$ cat src/rtl/pipe_ctrl_pkg.sv
// Shared definitions for the pipeline hazard controller and the decode stage:
// controller states, RV32I major opcodes and common field widths.
package pipe_ctrl_pkg;

    localparam int OPCODE_W = 7;
    localparam int REG_W    = 5;
    localparam int FCNT_W   = 3;

    typedef enum logic [1:0] {
        RUN      = 2'd0,
        FLUSH    = 2'd1,
        MEM_WAIT = 2'd2
    } ctrl_state_e;

    localparam logic [OPCODE_W-1:0] LOAD   = 7'b0000011;
    localparam logic [OPCODE_W-1:0] STORE  = 7'b0100011;
    localparam logic [OPCODE_W-1:0] BRANCH = 7'b1100011;
    localparam logic [OPCODE_W-1:0] OP     = 7'b0110011;
    localparam logic [OPCODE_W-1:0] OP_IMM = 7'b0010011;
    localparam logic [OPCODE_W-1:0] JALR   = 7'b1100111;
    localparam logic [OPCODE_W-1:0] JAL    = 7'b1101111;
    localparam logic [OPCODE_W-1:0] LUI    = 7'b0110111;
    localparam logic [OPCODE_W-1:0] AUIPC  = 7'b0010111;

endpackage

$ cat src/rtl/hazard_detect.sv
// Combinational load-use detector: decodes which source registers the ID
// instruction reads and compares them against a load's destination in EX.
module hazard_detect
    import pipe_ctrl_pkg::*;
#(
    parameter int REG_NUM_WIDTH = REG_W
) (
    input  logic [OPCODE_W-1:0]      id_opcode,
    input  logic [REG_NUM_WIDTH-1:0] id_rs1,
    input  logic [REG_NUM_WIDTH-1:0] id_rs2,
    input  logic [OPCODE_W-1:0]      ex_opcode,
    input  logic [REG_NUM_WIDTH-1:0] ex_rd,
    output logic                     rs1_used,
    output logic                     rs2_used,
    output logic                     load_use
);

    assign rs1_used = id_opcode inside {OP, OP_IMM, LOAD, STORE, BRANCH, JALR};
    assign rs2_used = id_opcode inside {OP, STORE, BRANCH};

    // x0 is never a real dependency, so a load to x0 cannot stall anything
    assign load_use = (ex_opcode == LOAD) && (ex_rd != '0) &&
                      ((rs1_used && (ex_rd == id_rs1)) ||
                       (rs2_used && (ex_rd == id_rs2)));

endmodule

$ cat src/rtl/pipe_hazard_ctrl.sv
// Stall/bubble/flush controller for the in-order pipe: load-use bubbles,
// multi-cycle flush after redirects, memory-busy freeze, stall counter.
module pipe_hazard_ctrl
    import pipe_ctrl_pkg::*;
#(
    parameter int REG_NUM_WIDTH = REG_W,
    parameter int FLUSH_CYCLES  = 2,
    parameter int CNT_WIDTH     = 16
) (
    input  logic                     clk,
    input  logic                     reset,
    input  logic [OPCODE_W-1:0]      id_opcode,
    input  logic [REG_NUM_WIDTH-1:0] id_rs1,
    input  logic [REG_NUM_WIDTH-1:0] id_rs2,
    input  logic [OPCODE_W-1:0]      ex_opcode,
    input  logic [REG_NUM_WIDTH-1:0] ex_rd,
    input  logic                     ex_redirect,
    input  logic                     mem_busy,
    output logic                     stall_if,
    output logic                     stall_id,
    output logic                     stall_ex,
    output logic                     bubble_ex,
    output logic                     flush,
    output logic [1:0]               ctrl_state,
    output logic [CNT_WIDTH-1:0]     stall_count
);

    localparam logic [FCNT_W-1:0] FCNT_FULL   = FCNT_W'(FLUSH_CYCLES);
    localparam logic [FCNT_W-1:0] FCNT_RELOAD = FCNT_W'(FLUSH_CYCLES - 1);
    localparam ctrl_state_e       REDIR_NEXT  = (FLUSH_CYCLES > 1) ? FLUSH : RUN;

    ctrl_state_e       state, state_nxt;
    logic [FCNT_W-1:0] fcnt, fcnt_nxt;
    logic              pending, pending_nxt;
    logic              hold_front, hold_ex, bub, fl;
    logic              rs1_used, rs2_used, load_use;
    logic              unused_uses;

    hazard_detect #(.REG_NUM_WIDTH(REG_NUM_WIDTH)) u_detect (
        .id_opcode (id_opcode),
        .id_rs1    (id_rs1),
        .id_rs2    (id_rs2),
        .ex_opcode (ex_opcode),
        .ex_rd     (ex_rd),
        .rs1_used  (rs1_used),
        .rs2_used  (rs2_used),
        .load_use  (load_use)
    );

    assign unused_uses = rs1_used ^ rs2_used;

    always_comb begin
        state_nxt   = state;
        fcnt_nxt    = fcnt;
        pending_nxt = pending;
        hold_front  = 1'b0;
        hold_ex     = 1'b0;
        bub         = 1'b0;
        fl          = 1'b0;
        case (state)
            RUN: begin
                if (mem_busy) begin
                    hold_front  = 1'b1;
                    hold_ex     = 1'b1;
                    pending_nxt = ex_redirect;
                    state_nxt   = MEM_WAIT;
                end else if (ex_redirect) begin
                    fl        = 1'b1;
                    fcnt_nxt  = FCNT_RELOAD;
                    state_nxt = REDIR_NEXT;
                end else if (load_use) begin
                    hold_front = 1'b1;
                    bub        = 1'b1;
                end
            end
            FLUSH: begin
                // A freeze mid-flush restarts the whole flush once memory is free
                if (mem_busy) begin
                    hold_front  = 1'b1;
                    hold_ex     = 1'b1;
                    pending_nxt = 1'b1;
                    fcnt_nxt    = '0;
                    state_nxt   = MEM_WAIT;
                end else begin
                    fl = 1'b1;
                    if (ex_redirect) begin
                        fcnt_nxt  = FCNT_RELOAD;
                        state_nxt = REDIR_NEXT;
                    end else begin
                        fcnt_nxt = (fcnt != '0) ? fcnt - 1'b1 : '0;
                        if (fcnt <= FCNT_W'(1)) state_nxt = RUN;
                    end
                end
            end
            MEM_WAIT: begin
                if (mem_busy) begin
                    hold_front = 1'b1;
                    hold_ex    = 1'b1;
                    if (ex_redirect) pending_nxt = 1'b1;
                end else begin
                    pending_nxt = 1'b0;
                    if (pending || ex_redirect) begin
                        fcnt_nxt  = FCNT_FULL;
                        state_nxt = FLUSH;
                    end else begin
                        state_nxt = RUN;
                    end
                end
            end
            default: begin
                state_nxt   = RUN;
                fcnt_nxt    = '0;
                pending_nxt = 1'b0;
            end
        endcase
    end

    always_ff @(posedge clk or negedge reset) begin
        if (!reset) begin
            state   <= RUN;
            fcnt    <= '0;
            pending <= 1'b0;
        end else begin
            state   <= state_nxt;
            fcnt    <= fcnt_nxt;
            pending <= pending_nxt;
        end
    end

    // Gate with reset so the pipe sees no control activity while held in reset
    assign stall_if   = reset & hold_front;
    assign stall_id   = reset & hold_front;
    assign stall_ex   = reset & hold_ex;
    assign bubble_ex  = reset & bub;
    assign flush      = reset & fl;
    assign ctrl_state = state;

    always_ff @(posedge clk or negedge reset) begin
        if (!reset)
            stall_count <= '0;
        else if (stall_if && (stall_count != '1))
            stall_count <= stall_count + 1'b1;
    end

endmodule
$ cat config.mk
export PLATFORM = sky130hd
export DESIGN_NAME = pipe_hazard_ctrl
export DESIGN_NICKNAME = d
export VERILOG_FILES = /design/src/rtl/pipe_ctrl_pkg.sv /design/src/rtl/hazard_detect.sv /design/src/rtl/pipe_hazard_ctrl.sv
export SDC_FILE = /design/constraint.sdc
export NUM_CORES = 1
export LEC_CHECK = 0
export BUFFER_PORTS_ARGS = -buffer_cell sky130_fd_sc_hd__buf_2
export CORE_UTILIZATION = 45
export DETAILED_ROUTE_END_ITERATION = 12
export MAX_ROUTING_LAYER = met4
export PLACE_DENSITY = 0.76
export SLEW_MARGIN = 0
export SYNTH_ARGS = -nofsm -noshare
export SYNTH_HDL_FRONTEND = slang
export SYNTH_SLANG_ARGS = --single-unit
$ cat constraint.sdc
create_clock -name clk -period 1.95 [get_ports clk]
set_clock_uncertainty 0.2 [all_clocks]
set_input_delay 0.39 -clock clk [delete_from_list [all_inputs] [get_ports clk]]
set_output_delay 0.39 -clock clk [all_outputs]
set_load 0.03 [all_outputs]
# [Word level (Yosys, flattened, before mapping)]
# Index checks and enable logic that the tools add are counted.
[word_totals] regBits=22 n_memories=0 ram_bits=0 word_cells=82 out_inout_bits=23 mem_bits_ro=0 inputBits=33 latch_bits=0
[op_classes] n_mul=0 shift=0 n_div=0 n_lt_le_gt_ge=1 mux=33 addsub=2 n_bitwise=4 n_reduce_logical=17 eq_ne=21
[ops] operator="3-bit 2-to-1 mux" count=7
[ops] operator="16-bit by 1-bit adder with 16-bit output, second input constant" count=1
[ops] operator="16-bit != test, second input constant" count=1
[ops] operator="1-bit 2-to-1 mux" count=15
[ops] operator="7-bit by 2-bit == test with 1-bit output, second input constant" count=2
[ops] operator="7-bit by 6-bit == test with 1-bit output, second input constant" count=2
[ops] operator="7-bit == test, second input constant" count=2
[ops] operator="2-bit 2-to-1 mux" count=6
[ops] operator="2-bit != test, second input constant" count=6
[ops] operator="5-bit == test" count=2
[ops] operator="3-bit case mux with 3 select lines" count=1
[ops] operator="7-bit by 5-bit == test with 1-bit output, second input constant" count=1
[ops] operator="3-bit != test, second input constant" count=2
[ops] operator="2-bit case mux with 3 select lines" count=1
[ops] operator="3-bit AND reduction" count=2
[ops] operator="3-bit nonzero test" count=2
[ops] operator="6-bit nonzero test" count=1
[ops] operator="1-bit logical AND" count=5
[ops] operator="5-bit nonzero test" count=1
[ops] operator="1-bit bitwise AND" count=4
[ops] operator="4-bit != test, second input constant" count=1
[ops] operator="1-bit case mux with 2 select lines" count=2
[ops] operator="4-bit AND reduction" count=1
[ops] operator="3-bit by 1-bit less-or-equal comparator with 1-bit output, second input constant" count=1
[ops] operator="other kinds (8)" count=9

# [Logic depth before layout (Yosys ltp)]
# Gate-level depths: netlist (run 1).
[logic_depth] word_depth=11 depth_mapped=10 depth_no_buf=8

# [By module]
# From an unflattened synthesis (run 1), not the netlist that was laid out.
[hier_totals] hier_cells=163 hier_area_um2=1609.0
[modules_own_cells] mod="pipe_hazard_ctrl" seq_area_each_um2=550.5 area_per_inst_um2=1383.8 cells_per_inst=137 n_inst=1
[modules_own_cells] mod="hazard_detect" seq_area_each_um2=0.0 area_per_inst_um2=225.2 cells_per_inst=26 n_inst=1

# [Least setup slack after synthesis (run 1)]
# No wires, ideal clock.
[synth_path] kind="register to output" from="register state[1], in the netlist ctrl_state[1]" to="output port stall_if" required_time_ns=1.360 slack_ns=-1.138 t_arrival_ns=2.498 n_path_buf=1 path_stages_with_launch=8 cell_sequence="dfrtp_1 > inv_1 > ha_1 > o21ai_1 > o21ai_2 > nor3b_4 > a21boi_0 > buf_4"
[synth_via] elab_chain_cells=4
[synth_rtl] item="start, declared" line="pipe_hazard_ctrl.sv:32" rtl="ctrl_state_e state, state_nxt;"
[synth_rtl] item="start signal, assigned" line="pipe_hazard_ctrl.sv:124" rtl="state <= state_nxt;"
[synth_rtl] item="2-bit == test or 2-bit by 1-bit == test with 1-bit output (tied branches)" line="pipe_hazard_ctrl.sv:60" rtl="case (state)"
[synth_rtl] item="2-bit OR reduction (no source line)"
[synth_rtl] item="1-bit case mux with 2 select lines (*)" line="pipe_hazard_ctrl.sv:60"
[synth_rtl] item="1-bit bitwise AND (*)"
[synth_rtl] item="end, declared" line="pipe_hazard_ctrl.sv:19" rtl="output logic stall_if,"
# Every way passes the cells marked *; elsewhere a longest branch is shown, timed or not.

# [Final worst setup path (run 1)]
[layout_path] from="register state[0], in the netlist ctrl_state[0]" to="output port stall_id"
[layout_via] elab_chain_cells=4
[layout_rtl] item="2-bit == test or 2-bit by 1-bit == test with 1-bit output (tied branches)" line="pipe_hazard_ctrl.sv:60"
[layout_rtl] item="2-bit OR reduction (no source line)"
[layout_rtl] item="1-bit case mux with 2 select lines (*)" line="pipe_hazard_ctrl.sv:60"
[layout_rtl] item="1-bit bitwise AND (*)" line="pipe_hazard_ctrl.sv:132" rtl="assign stall_id = reset & hold_front;"
[layout_rtl] item="end, declared" line="pipe_hazard_ctrl.sv:20" rtl="output logic stall_id,"
# Marks and branches as above.

==> metrics.md, run 1 <==
| Metric | Value |
|---|---|
| Vias in the first global route | 1495 |
| Worst-case clock buffer depth | 2 |
| H-tree depth reported by CTS | 1 |
| Core Area | 3360 µm² |
| Post-synth top cells | 22 x dfrtp_1, 17 x xnor2_1, 11 x nand2_1, 8 x inv_1, 8 x nor2_1 |
| Port bufs | 55 |
| Top cell type by total area after synthesis | dfrtp_1 |
| Comb power frac | 56.8% |
| Setup TNS Final | -1.67 ns |
| DRT iter0 DRCs | 76 |
| Switching power share of the total | 41.3% |
| Synth Register Bits | 22 |
| Placement Rows | 21 |
| Fin nets | 293 |
| Worst r2r src | ctrl_state[0] |
| Synth top area cells | dfrtp_1 35%, xnor2_1 9.4%, ha_1 5.5%, xor2_1 3.9%, o2111ai_1 3.3% |
| CTS tree | done |
| Synthesized instance count | 164 |
| Failing checks | negative setup slack |
| Placed insts | 289 |
| Maximum vdd drop | 0.000671 V |
| CP Launch Type | flop |
| Antenna cell count | 0 |
| Synth warn | 0 |
| DRT Wirelength | 4.61 mm |
| DIE HEIGHT | 61.4 µm |
| Max-cap violation count | 0 |
| Num CTS Buffers | 3 |
| RSZ-0062 raised after global routing | yes |
| First-pass GRT wire length | 6.44 mm |
| Most frequent cell after synthesis | dfrtp_1 |
| Die ar. | 3770 µm² |
| Worst hold slack | 0.295 ns |
| Die Wd | 61.4 µm |
| Post-DR vias/cell | 5.44 |
| Met2 GRT Util | 39.4% |
| Yosys top cell area share | 34.7% |
| Most crowded layer after global routing | met2 |
| Minimum clock period | 2.31 ns |
| Detail Placement HPWL | 3.07 mm |
| Initial antenna violation count | 0 |
| M3 GR Usage | 4.62% |
| Layout cells sized above 1 | 53.2% |
| Starting Density | 47.2% |
| Wirelength per Cell | 15.5 µm |
| Status | finished with violations |
| Final Setup Violations | 15 |
| Num Clock Sinks | 22 |
| WP data required | 1.36 ns |
| Met1 Use GR | 28.7% |
| Leakage | 1.14 nW |
| Cell variety after synth | 45 |
| Non-Filler Instances | 298 |
| Switching power | 0.000968 W |
| Critical Path End Type | output pin |
| GP Congestion | 0.908 |
| Mean post-synth cell area | 9.67 µm² |
| Worst-Skew Late Latency | 0.32 ns |
| Max Freq | 432 MHz |
| Worst Path Arrival | 1.72 ns |
| Worst Setup SP | ctrl_state[0] |
| Routed vias | 1621 |
| Hold Path Class | reg2reg |
| Post-synthesis sequential area ratio | 34.7% |
| # IOs | 56 |
| Syn_nets | 204 |
| Hold Path Origin | stall_count[11] |
| Layout area overhead | 55.3% |
| Asr flop ratio synth | 100% |
| Setup ws final | -0.363 ns |
| Power share of the clock group | 15.7% |
| Total GRT Usage | 24.2% |
| Placed cell areas | 2160 µm² |
| Post-Layout Inst Area | 2460 µm² |
| Crit share post-route | 119% |
| Clock-pin slew on the worst setup and hold paths | 0.15 ns |
| Top FF cell, synth | dfrtp_1 |
| Largest net degree at the start of global routing | 23 |
| Number of enable flip-flop cells after synthesis | 0 |
| ANT nets after route | 0 |
| Worst-Margin Slew | 0.331 ns |
| Drc violations | 0 |
| Critical path peak fanout | 2 |
| Clk root buf | clkbuf_4 |
| TritonRoute pass-1 iters | 4 |
| Synth Cell Area | 1590 µm² |
| Final Hold Viols | 0 |
| GRT overflow | 0 |
| Cell Int Power | 0.00138 W |
| Slew Viols, Final | 0 |
| Power per standard cell area | 951 nW/µm² |
| Rel. slew slack | 77.7% |
| Crit path kind | reg2out |
| Sequential cell fraction of total power | 27.5% |
## power groups by stage
stage | registers (W) | logic (W) | clock network, W
2_1_floorplan | 0.000780 | 0.000585 | 0
3_3_place_gp | 0.000647 | 0.00106 | 0
3_5_place_dp | 0.000648 | 0.00109 | 0
4_1_cts | 0.000640 | 0.00130 | 0.000379
5_1_grt | 0.000656 | 0.00143 | 0.000394
6_report | 0.000645 | 0.00133 | 0.000367
## worst max-delay path, stage by stage, from the launching register on
cell	delay [ns]
dfrtp_2	0.40
inv_2	0.05
ha_4	0.26
o21ai_2	0.05
o21ai_2	0.06
nor3b_4	0.21
a21boi_4	0.23
buf_6	0.15
## final timing paths
| path | end | slack, ns | cells past startpoint |
|---|---|---|---|
| setup reg to reg | stall_count[1] | -0.06 | 9 |
| hold reg to reg | stall_count[11] | 0.29 | 1 |
| setup / recovery | stall_id | -0.36 | 7 |
| min in group asynchronous | ctrl_state[0] | 0.42 | 3 |
| hold / removal | stall_count[11] | 0.29 | 1 |
| max in group asynchronous | ctrl_state[1] | 0.88 | 3 |
## placed cells by master (no fill, tap or decap), types with 4 or more instances in the layout
cell type / count
and3_1: 5
buf_2: 50
buf_4: 30
buf_6: 8
dfrtp_1: 18
dfrtp_2: 4
ha_1: 4
inv_1: 6
nand2_1: 9
nand3_1: 5
nor2_1: 8
o2111ai_4: 4
o211ai_1: 6
o21ai_0: 5
xnor2_1: 15
xor2_1: 7
## metal layers
layer	routed length, µm	vias up
met1	1950	793
li1	-	769
met4	159	0
met2	2350	44
met5	0	-
met3	148	15
## state kept, by name, summed over array words and instances, names as in the netlist
signal / flops
ctrl_state: 2
pending: 1
stall_count: 16
fcnt: 3
## metrics by stage
| step | total power [W] | util, % | setup slack, ns |
|---|---|---|---|
| floorplan | 0.00136 | - | -0.430 |
| global placement | 0.00171 | 64.2 | -0.252 |
| detailed placement | 0.00174 | 64.2 | -0.296 |
| CTS | 0.00232 | 71.1 | -0.386 |
| global route | 0.00248 | 73.3 | -0.472 |
| finish | 0.00234 | 73.3 | -0.363 |
## logic make-up after synthesis
group | share of synthesized area [%]
buf+inv | 5.20
mux | 0.946
compound gates | 19.2
flops | 34.7
simple gates | 21.1
fa+ha+maj | 5.52
xor+xnor | 13.2
## cell type report
class                   count  area (µm²)
multi-input cells         127        1170
fillers                   257         900
repair buffers             90         591
flip-flops and latches     22         556
well taps                  46        57.6
inverters                   9        33.8
clock inverters             1        30.0
clock buffers               3        22.5
## timing repair
action,4_1_cts,5_1_grt
pin swaps,14,8
setup endpoints to repair,15,21
setup buffers,5,2
hold buffers,1,0
resized for setup,31,12
endpoints found under the hold margin,22,0
Note: power is estimated with default switching activity, not from simulation.
==> run 2: changes to the inputs <==
- CTS_CLUSTER_SIZE: unset -> 40
- SYNTH_HIERARCHICAL: unset -> 1
==> run 2 against run 1 <==
  * The flow still finishes with violations (negative setup slack)
  * Register-to-register slack got worse by 0.07 ns
  * Largest power group unchanged
  * Critical endpoint unchanged
  * Count of clock-buffer cells in the layout rose by 1
  * Critical path type is now in2out
  * Fmax shrank 3.8%
  * Synthesized cell count fell by 0.61%
==> metrics.md, run 2 <==
| Metric | Value |
|---|---|
| Commonest non-fill, non-tap cell in the layout | buf_2 |
| Hold EP | stall_count[8] |
| RSZ-0062 raised after global routing | yes |
| DRT iter0 DRCs | 57 |
| Wirelength per Cell | 14.9 µm |
| ANT nets after route | 0 |
| GP Congestion | 0.815 |
| Worst hold slack | 0.325 ns |
| Die ar. | 3820 µm² |
| DIE HEIGHT | 61.8 µm |
| Number of enable flip-flop cells after synthesis | 0 |
| Final Setup Violations | 21 |
| GRT overflow | 0 |
| Num Clock Sinks | 22 |
| Hold Path Class | reg2reg |
| Largest reg by FF count | stall_count |
| Area occupied by multi-input gates | 1260 µm² |
| Antenna cell count | 0 |
| Slew Viols, Final | 0 |
| Critical Path End Type | output pin |
| Die Wd | 61.8 µm |
| Syn_nets | 203 |
| TritonRoute pass-1 iters | 4 |
| Most frequent cells in the layout | 43 x buf_2, 24 x buf_4, 20 x dfrtp_1, 17 x buf_6, 12 x xnor2_1 |
| Worst Path Arrival | 1.82 ns |
| Rel. slew slack | 65.8% |
| Synth top area cells | dfrtp_1 34%, xnor2_1 7.1%, ha_1 5.4%, xor2_1 5.4%, mux2_2 2.8% |
| Worst-Margin Slew | 0.510 ns |
| Max-cap violation count | 0 |
| Asr flop ratio synth | 100% |
| Critical path peak fanout | 3 |
| Clock-pin slew on the worst setup and hold paths | 0.12 ns |
| Hold Path Stages | 1 |
| Vias in the first global route | 1475 |
| Setup ws final | -0.455 ns |
| Post-synth top cells | 22 x dfrtp_1, 13 x xnor2_1, 10 x xor2_1, 9 x inv_1, 8 x nand2_1 |
| Final Hold Viols | 0 |
| Placement Rows | 21 |
| CP Launch Type | input pin |
| Port bufs | 55 |
| Minimum clock period | 2.41 ns |
| Cell variety after synth | 46 |
| Switching power share of the total | 42.4% |
| Layout cells sized above 1 | 54.7% |
| Num CTS Buffers | 3 |
| Drc violations | 0 |
| Synth Cell Area | 1610 µm² |
| Register area | 553 µm² |
| Routed vias | 1605 |
| Clk root buf | clkbuf_4 |
| Failing checks | negative setup slack |
| Core Area | 3390 µm² |
| Worst-Skew Late Latency | 0.32 ns |
| Maximum vdd drop | 0.000916 V |
| WP data required | 1.36 ns |
| Post-DR vias/cell | 5.48 |
| Crit path kind | in2out |
| Synthesized instance count | 163 |
| Post-Layout Inst Area | 2570 µm² |
| First-pass GRT wire length | 6.56 mm |
| Cell Int Power | 0.00136 W |
| Synth Register Bits | 22 |
| Leakage | 1.19 nW |
| CTS tree | done |
| Fin nets | 288 |
| # IOs | 56 |
| Starting Density | 47.5% |
| Crit share post-route | 123% |
| Max Freq | 416 MHz |
| Reg2reg setup slack | -0.13 ns |
| Fillers | 225 |
| Placed cell areas | 2100 µm² |
| Mean post-synth cell area | 9.87 µm² |
| DRT Wirelength | 4.37 mm |
| Most frequent cell after synthesis | dfrtp_1 |
| Status | finished with violations |
| Total GRT Usage | 24.4% |
| Switching power | 0.00100 W |
| Worst-case clock buffer depth | 2 |
| Synth warn | 6 |
| Power per standard cell area | 922 nW/µm² |
| Post-synthesis sequential area ratio | 34.2% |
| Largest net degree at the start of global routing | 21 |
| R2R depth | 9 |
| H-tree depth reported by CTS | 1 |
| Initial antenna violation count | 0 |
| Layout area overhead | 59.6% |
| Top cell type by total area after synthesis | dfrtp_1 |
| Reg2reg end | stall_count[1] |
| Hold Path Origin | stall_count[8] |
| Worst r2r src | ctrl_state[1] |
| Comb power frac | 62.0% |
| Detail Placement HPWL | 2.93 mm |
| Yosys top cell area share | 34.2% |
| Largest register FFs | 16 |
| Power share of the clock group | 11.0% |
| Sequential cell fraction of total power | 27.1% |
| Top FF cell, synth | dfrtp_1 |
run 2: cell families after synthesis:
family | count (synthesis) | synth area share (%)
xor gates and xnor gates | 23 | 12.5
AOI/OAI and AO/OA | 30 | 15.8
and+or+nand+nor | 58 | 22.8
DFF | 22 | 34.2
adders and majority gates | 7 | 5.44
buffers and inverters | 16 | 4.28
muxes | 7 | 4.98
run 2: area by class of cell:
type	instances	share of cell area [%]
clock buffers	4	1.41
repair buffers	86	24.0
multi-input cells	125	49.1
inverters	10	1.66
well taps	46	2.24
flip-flops and latches	22	21.5
run 2: timing repair:
item	4_1_cts	5_1_grt
pin swaps	22	19
endpoints found under the setup margin	21	24
buffers inserted	5	3
hold buffers	1	0
gates cloned	0	0
resized for setup	52	23
hold endpoints to repair	22	0
run 2: metal layers:
| layer | track usage [%] | wire length (µm) | vias up |
|---|---|---|---|
| li1 | - | - | 761 |
| met2 | 43.5 | 2240 | 59 |
| met1 | 27.5 | 1800 | 779 |
| met4 | 7.30 | 38 | 0 |
| met3 | 4.97 | 293 | 6 |
| met5 | - | 0 | - |
run 2: through the flow:
step	instances	setup TNS, ns	total power [W]	utilization (%)	worst slack (ns)
final	293	-6.13	0.00237	75.7	-0.455
after global routing	293	-8.22	0.00252	75.7	-0.548
after CTS	291	-5.15	0.00222	71.5	-0.439
after detailed placement	281	-11.27	0.00176	62.1	-0.678
after global placement	281	-10.52	0.00173	62.1	-0.615
after floorplan	163	-6.68	0.00138	-	-0.485
run 2: worst max-delay path by stage:
stage | start | to | slack [ns]
after detailed placement | id_opcode[3] | stall_count[12] | -0.68
after global routing | id_rs1[3] | stall_if | -0.55
final | id_rs1[3] | stall_id | -0.46
after CTS | id_opcode[3] | stall_id | -0.44
after floorplan | id_opcode[3] | stall_if | -0.49
after global placement | ex_rd[4] | stall_count[12] | -0.62
run 2: power groups by stage:
stage / sequential (W) / combinational [W] / clock [W]
floorplan: 0.000779 / 0.000602 / 0
global placement: 0.000636 / 0.00109 / 0
detailed placement: 0.000641 / 0.00112 / 0
CTS: 0.000636 / 0.00132 / 0.000266
global route: 0.000652 / 0.00159 / 0.000281
finish: 0.000640 / 0.00147 / 0.000260
run 2: critical path: stages:
cell and delay (ns):
buf_2 0.11, xor2_1 0.16, nor3_1 0.18, nand4_1 0.14, a221oi_2 0.24, and3b_2 0.24
o221ai_4 0.13, inv_4 0.10, buf_6 0.13
